$ cat src/rtl/ball_pkg.sv
// ball_pkg: game-state codes, controller state enum and datapath widths
// shared by the ball round controller and its helpers.
package ball_pkg;
    localparam int CW = 12;
    localparam int VW = 8;
    localparam int PW = CW + 1;
    localparam int BOX_W = CW + 2;
    localparam int HIT_VX_LIM = 8;
    localparam logic [2:0] GS_START = 3'd0;
    localparam logic [2:0] GS_WAIT = 3'd1;
    localparam logic [2:0] GS_PLAY = 3'd2;
    localparam logic [2:0] GS_END = 3'd3;
    localparam logic [2:0] GS_IDLE = 3'd4;
    typedef enum logic [1:0] {ST_IDLE, ST_SERVE_HOLD, ST_FLIGHT, ST_LANDED} ctrl_state_t;
endpackage

$ cat src/rtl/aabb_overlap.sv
// aabb_overlap: combinational test for two axis-aligned boxes sharing any interior area.
module aabb_overlap
    import ball_pkg::*;
#(
    parameter int A_W = 30,
    parameter int A_H = 30,
    parameter int B_W = 40,
    parameter int B_H = 40
) (
    input  logic signed [BOX_W-1:0] a_x,
    input  logic signed [BOX_W-1:0] a_y,
    input  logic signed [BOX_W-1:0] b_x,
    input  logic signed [BOX_W-1:0] b_y,
    output logic                    hit
);
    assign hit = (a_x < b_x + BOX_W'(B_W)) && (b_x < a_x + BOX_W'(A_W)) &&
                 (a_y < b_y + BOX_W'(B_H)) && (b_y < a_y + BOX_W'(A_H));
endmodule

$ cat src/rtl/ball_round_ctrl.sv
// ball_round_ctrl: serve placement, tick-driven ball flight and landing report.
// Define BALL_SPIN_EN to drive frame_idx from horizontal motion; otherwise it is tied to 0.
module ball_round_ctrl
    import ball_pkg::*;
#(
    parameter int VBUF_W = 320,
    parameter int VBUF_H = 240,
    parameter int BALL_W = 30,
    parameter int FLOOR_Y = 220,
    parameter int NET_X = 156,
    parameter int NET_W = 8,
    parameter int NET_TOP = 150,
    parameter int PIKA_W = 40,
    parameter int TICK_DIV = 1000000,
    parameter int GRAVITY = 1,
    parameter int MAX_VY = 12,
    parameter int HIT_VY = 10,
    parameter int SMASH_VY = 4,
    parameter int SMASH_VX = -8,
    parameter int SERVE_Y = 40,
    parameter int PLAYER_SERVE_X = 240,
    parameter int NPC_SERVE_X = 50
) (
    input  logic          clk,
    input  logic          reset,
    input  logic [2:0]    game_state,
    input  logic          who_win,
    input  logic          smash,
    input  logic [CW-1:0] player_x,
    input  logic [CW-1:0] player_y,
    input  logic [CW-1:0] npc_x,
    input  logic [CW-1:0] npc_y,
    output logic [CW-1:0] ball_x,
    output logic [CW-1:0] ball_y,
    output logic          landed,
    output logic          land_side,
    output logic [2:0]    frame_idx
);
    localparam int CNT_W = $clog2(TICK_DIV + 1);
    localparam int FLOOR_LINE = FLOOR_Y < VBUF_H ? FLOOR_Y : VBUF_H;
    localparam logic signed [PW-1:0] X_MAX = PW'(VBUF_W - BALL_W);

    ctrl_state_t st;
    logic signed [VW-1:0] vx, vy, vy_g, vx_w, vy_c, vx_n, vx_t, vy_t, hvx;
    logic signed [PW-1:0] cur_x, nx_r, ny_r, nx_w, ny_c, nx_n;
    logic signed [BOX_W-1:0] dcx, dsh;
    logic [CNT_W-1:0] cnt;
    logic tick, serve, net_hit, pl_hit, npc_hit, pika, floor_hit, side;

    assign tick = cnt == CNT_W'(TICK_DIV - 1);
    assign serve = game_state == GS_START || game_state == GS_WAIT;
    assign cur_x = $signed({1'b0, ball_x});

    // Gravity, integration, then wall and ceiling reflection.
    always_comb begin
        vy_g = vy >= VW'(MAX_VY - GRAVITY) ? VW'(MAX_VY) : vy + VW'(GRAVITY);
        nx_r = cur_x + $signed({{(PW-VW){vx[VW-1]}}, vx});
        ny_r = $signed({1'b0, ball_y}) + $signed({{(PW-VW){vy_g[VW-1]}}, vy_g});
        nx_w = nx_r < 0 ? '0 : (nx_r > X_MAX ? X_MAX : nx_r);
        vx_w = (nx_r < 0 || nx_r > X_MAX) ? -vx : vx;
        ny_c = ny_r < 0 ? '0 : ny_r;
        vy_c = ny_r < 0 ? -vy_g : vy_g;
    end

    aabb_overlap #(.A_W(BALL_W), .A_H(BALL_W), .B_W(NET_W), .B_H(FLOOR_Y - NET_TOP)) u_net (
        .a_x(BOX_W'(nx_w)), .a_y(BOX_W'(ny_c)),
        .b_x(BOX_W'(NET_X)), .b_y(BOX_W'(NET_TOP)), .hit(net_hit)
    );
    aabb_overlap #(.A_W(BALL_W), .A_H(BALL_W), .B_W(PIKA_W), .B_H(PIKA_W)) u_player (
        .a_x(BOX_W'(nx_n)), .a_y(BOX_W'(ny_c)),
        .b_x($signed({2'b00, player_x})), .b_y($signed({2'b00, player_y})), .hit(pl_hit)
    );
    aabb_overlap #(.A_W(BALL_W), .A_H(BALL_W), .B_W(PIKA_W), .B_H(PIKA_W)) u_npc (
        .a_x(BOX_W'(nx_n)), .a_y(BOX_W'(ny_c)),
        .b_x($signed({2'b00, npc_x})), .b_y($signed({2'b00, npc_y})), .hit(npc_hit)
    );

    // Net bounce, pikachu hit (player wins a tie) and floor contact.
    always_comb begin
        nx_n = net_hit ? cur_x : nx_w;
        vx_n = net_hit ? -vx_w : vx_w;
        pika = vy_c > 0 && (pl_hit || npc_hit);
        dcx = BOX_W'(nx_n) + BOX_W'(BALL_W / 2)
            - ($signed({2'b00, pl_hit ? player_x : npc_x}) + BOX_W'(PIKA_W / 2));
        dsh = dcx >>> 2;
        hvx = dsh > BOX_W'(HIT_VX_LIM) ? VW'(HIT_VX_LIM)
            : (dsh < -BOX_W'(HIT_VX_LIM) ? -VW'(HIT_VX_LIM) : $signed(dsh[VW-1:0]));
        vx_t = !pika ? vx_n : (pl_hit && smash ? VW'(SMASH_VX) : hvx);
        vy_t = !pika ? vy_c : (pl_hit && smash ? -VW'(SMASH_VY) : -VW'(HIT_VY));
        floor_hit = ny_c + PW'(BALL_W) >= PW'(FLOOR_LINE);
        side = BOX_W'(nx_n) + BOX_W'(BALL_W / 2) >= BOX_W'(NET_X + NET_W / 2);
    end

    always_ff @(posedge clk or posedge reset) begin
        if (reset) begin
            st <= ST_IDLE;
            ball_x <= CW'((VBUF_W - BALL_W) / 2);
            ball_y <= CW'(SERVE_Y);
            vx <= '0;
            vy <= '0;
            cnt <= '0;
            landed <= 1'b0;
            land_side <= 1'b0;
        end else begin
            landed <= 1'b0;
            if (serve) begin
                st <= ST_SERVE_HOLD;
                ball_x <= who_win ? CW'(NPC_SERVE_X) : CW'(PLAYER_SERVE_X);
                ball_y <= CW'(SERVE_Y);
                vx <= '0;
                vy <= '0;
                cnt <= '0;
            end else if (game_state == GS_PLAY) begin
                if (st == ST_SERVE_HOLD) begin
                    st <= ST_FLIGHT;
                    cnt <= '0;
                end else if (st == ST_FLIGHT) begin
                    cnt <= tick ? '0 : cnt + CNT_W'(1);
                    if (tick) begin
                        ball_x <= nx_n[CW-1:0];
                        ball_y <= floor_hit ? CW'(FLOOR_LINE - BALL_W) : ny_c[CW-1:0];
                        vx <= vx_t;
                        vy <= vy_t;
                        if (floor_hit) begin
                            st <= ST_LANDED;
                            landed <= 1'b1;
                            land_side <= side;
                        end
                    end
                end
            end else begin
                st <= ST_IDLE;
                cnt <= '0;
            end
        end
    end

`ifdef BALL_SPIN_EN
    always_ff @(posedge clk or posedge reset) begin
        if (reset || serve)
            frame_idx <= 3'd0;
        else if (game_state == GS_PLAY && st == ST_FLIGHT && tick)
            frame_idx <= frame_idx + (vx > 0 ? 3'd1 : (vx < 0 ? 3'd7 : 3'd0));
    end
`else
    assign frame_idx = 3'd0;
`endif
endmodule

$ cat config.mk
export PLATFORM = sky130hd
export DESIGN_NAME = ball_round_ctrl
export DESIGN_NICKNAME = d
export VERILOG_FILES = /design/src/rtl/ball_pkg.sv /design/src/rtl/aabb_overlap.sv /design/src/rtl/ball_round_ctrl.sv
export SDC_FILE = /design/constraint.sdc
export NUM_CORES = 1
export LEC_CHECK = 0
export ABC_CLOCK_PERIOD_IN_PS = 21900
export CAP_MARGIN = 20
export CORE_MARGIN = 2
export CORE_UTILIZATION = 60
export DETAILED_ROUTE_END_ITERATION = 10
export GPL_TIMING_DRIVEN = 0
export PLACE_DENSITY = 0.77
export SYNTH_ARGS = -nofsm -noshare
export SYNTH_HDL_FRONTEND = slang
export SYNTH_HIERARCHICAL = 1
export SYNTH_SLANG_ARGS = --single-unit
$ cat constraint.sdc
create_clock -name clk -period 21.9 [get_ports clk]
set_clock_uncertainty 0.05 [all_clocks]
set_input_delay 4.38 -clock clk [delete_from_list [all_inputs] [get_ports clk]]
set_output_delay 4.38 -clock clk [all_outputs]
set_load 0.02 [all_outputs]
==> reports/results.ini <==
[timing]
slew_headroom=0.2619
worst_pin_slew_ns=1.103
setup_viol=0
fin_ws_ns=5.482
period_minus_slack_ns=16.42
finalHoldViolations=0
slew_viol_final=0
tns_ns=0
fmax_mhz=60.91
timing.final.crit_share=0.7497
rsz0062_at_grt=false

[clocking]
postCtsSetupBuffers=0
htreeDepth=3
cts_buffers=9
clkLatencyLatePin_ns=0.33
cts.path.max_buffers=2
cts.sinks=64
cts_tree=done
cts_resized=0
cts_root_buffer=clkbuf_16
path_clk_slew_ns=0.06
ctsHoldBuffers=0

[placed_design]
place_worst_setup_slack_ns=5.763
gp_congestion=0.9253
hpwl_mm=26.39
portBuffers=80

[die]
rows=52
num_io_pins=84
core_um2=20170
dieHeight_um=146.9
initial_core_util=0.6078
dieArea_um2=21590
die_w_um=146.9

[setup_path]
max_stage_delay_ns=0.89
worstPathRequired_ns=22.09
worstPathArrival_ns=16.60
crit_fanout=16
timing.reg2reg.setup_slack_ns=5.48
cp_slowest_cell=nor2_1
worst-setup-path-type=reg2reg
cp-start-kind=flop
crit_path_start=vy[0]
reg2reg_from=vy[0]
crit_path_end_kind=flop
crit_top_cell=ha_1

[logic_synthesis]
ys_types=93
synth-edff-count=0
ys_ff_latch=64
ys.flop_type=dfrtp_1
avgSynthCellArea_um2=7.788
synthCells=1574
yosys.area.top_type=ha_1
synthArstFlopShare=1.000
yosysSeqAreaShare=0.1312
synthTopCellsByArea=ha_1 22%, dfrtp_1 12%, xor2_1 8.6%
yosysTopAreaCellShare=0.2164
synthesis.area_um2=12260
yosysWarnings=6

[route]
drtPass1Iterations=5
wl_mm=32.97
vias=12290
drc=0
vias_per_cell=5.832
drt-initial-drc-count=838
wire_per_inst_um=15.64
ant_nets=0

[layout]
diodes=0
drive_gt1_frac=0.04679
final_common_cell=ha_1
final_cell_mix=212 x ha_1, 164 x conb_1, 154 x nand2_1
nNetsFinal=2102
area_growth_pct=17.76

[global_routing]
antenna_found_initial=0
grt_pass1_wl_mm=54.90
grtUsageTotal=0.3049
first_global_vias=11550
grt_max_degree=42
grt.overflow.total=0

[worst_hold_path]
worstHoldStart=cnt[0]
min_path_type=reg2reg

[power]
p_leak_nw=6.692
design_power_total_mw=0.5023
ir_drop_mv=0.03936
power_density_nw_per_um2=34.80

[job]
max_cap_violations=0

[status]
run_status=complete, no violations

critical path: cells and delay by family, from the launching register on:
family	cells	cell delay [ns]
buffers and inverters	11	3.21
xor gates and xnor gates	2	0.38
muxes	1	0.30
DFF	1	0.41
AOI/OAI and AO/OA	22	6.56
adders and majority gates	8	2.19
and+or+nand+nor	14	3.21
cells in the mapped netlist, drive strengths merged, types with 17 or more instances:
cell,n
a21o,23
a21oi,114
and3,34
clkbuf,22
dfrtp,59
ha,212
inv,85
nand2,155
nand2b,27
nand3,63
nand4,24
nor2,135
nor2b,26
nor3,37
o21a,18
o21ai,75
o31ai,22
or3,17
xnor2,77
xor2,120
metrics by stage:
| stage | hold slack [ns] | instances | cell area (um^2) | util |
|---|---|---|---|---|
| floorplan | 0.4184 | 1736 | 12870 | - |
| global placement | 0.4472 | 2086 | 14000 | 0.6944 |
| detailed placement | 0.4556 | 2092 | 14080 | 0.6981 |
| CTS | 0.4693 | 2108 | 14440 | 0.7157 |
| global route | 0.4901 | 2108 | 14440 | 0.7157 |
| finish | 0.4634 | 2108 | 14440 | 0.7157 |
cells by family (layout without fill, tap and decap cells):
family,count (synthesis),after routing,synth area share
XOR/XNOR,197,197,0.1423
buffers and inverters,112,214,0.03532
AND/OR/NAND/NOR,579,579,0.2349
multiplexers,13,13,0.01143
flip-flops,64,64,0.1312
AO/OA/AOI/OAI,393,393,0.2247
adder cells (fa/ha/maj),214,214,0.2197
other,2,164,0.0006127
layer usage:
metal / up-vias / global-route usage / part of all wire
met3: 48 / 0.03944 / 0.063
met1: 5741 / 0.4127 / 0.45
met2: 374 / 0.5202 / 0.47
li1: 6131 / - / -
met4: 0 / 0.07115 / 0.019
met5: - / 0 / 0
final cells by class:
class                   count  area (um^2)
multi-input cells        1560        10830
fillers                  1724         5734
flip-flops and latches     64         1608
repair buffers             86        870.8
well taps                 270        337.8
inverters                  85        319.1
clock buffers              11        252.7
plain buffers              27        113.9
clock inverters             5        102.6
power by group:
| part | internal [mW] | switching [mW] | total [mW] | leakage [nW] |
|---|---|---|---|---|
| Combinational | 0.0882 | 0.120 | 0.209 | 5.65 |
| Sequential | 0.120 | 0.00193 | 0.122 | 0.866 |
| Clock | 0.117 | 0.0550 | 0.172 | 0.172 |
state kept, by name (all words and copies together), names as in the netlist:
register   count
ball_y        12
st             2
ball_x        12
vy             8
vx             8
landed         1
land_side      1
cnt           20
worst paths after layout:
path                             endpoint  cells after the start
worst min-delay path               cnt[0]                      1
min in group asynchronous         cnt[15]                      2
worst min register to register     cnt[0]                      1
worst max register to register      vx[1]                     58
worst max-delay path                vx[1]                     58
max in group asynchronous       ball_y[5]                      3
(Power assumes the default switching activity.)
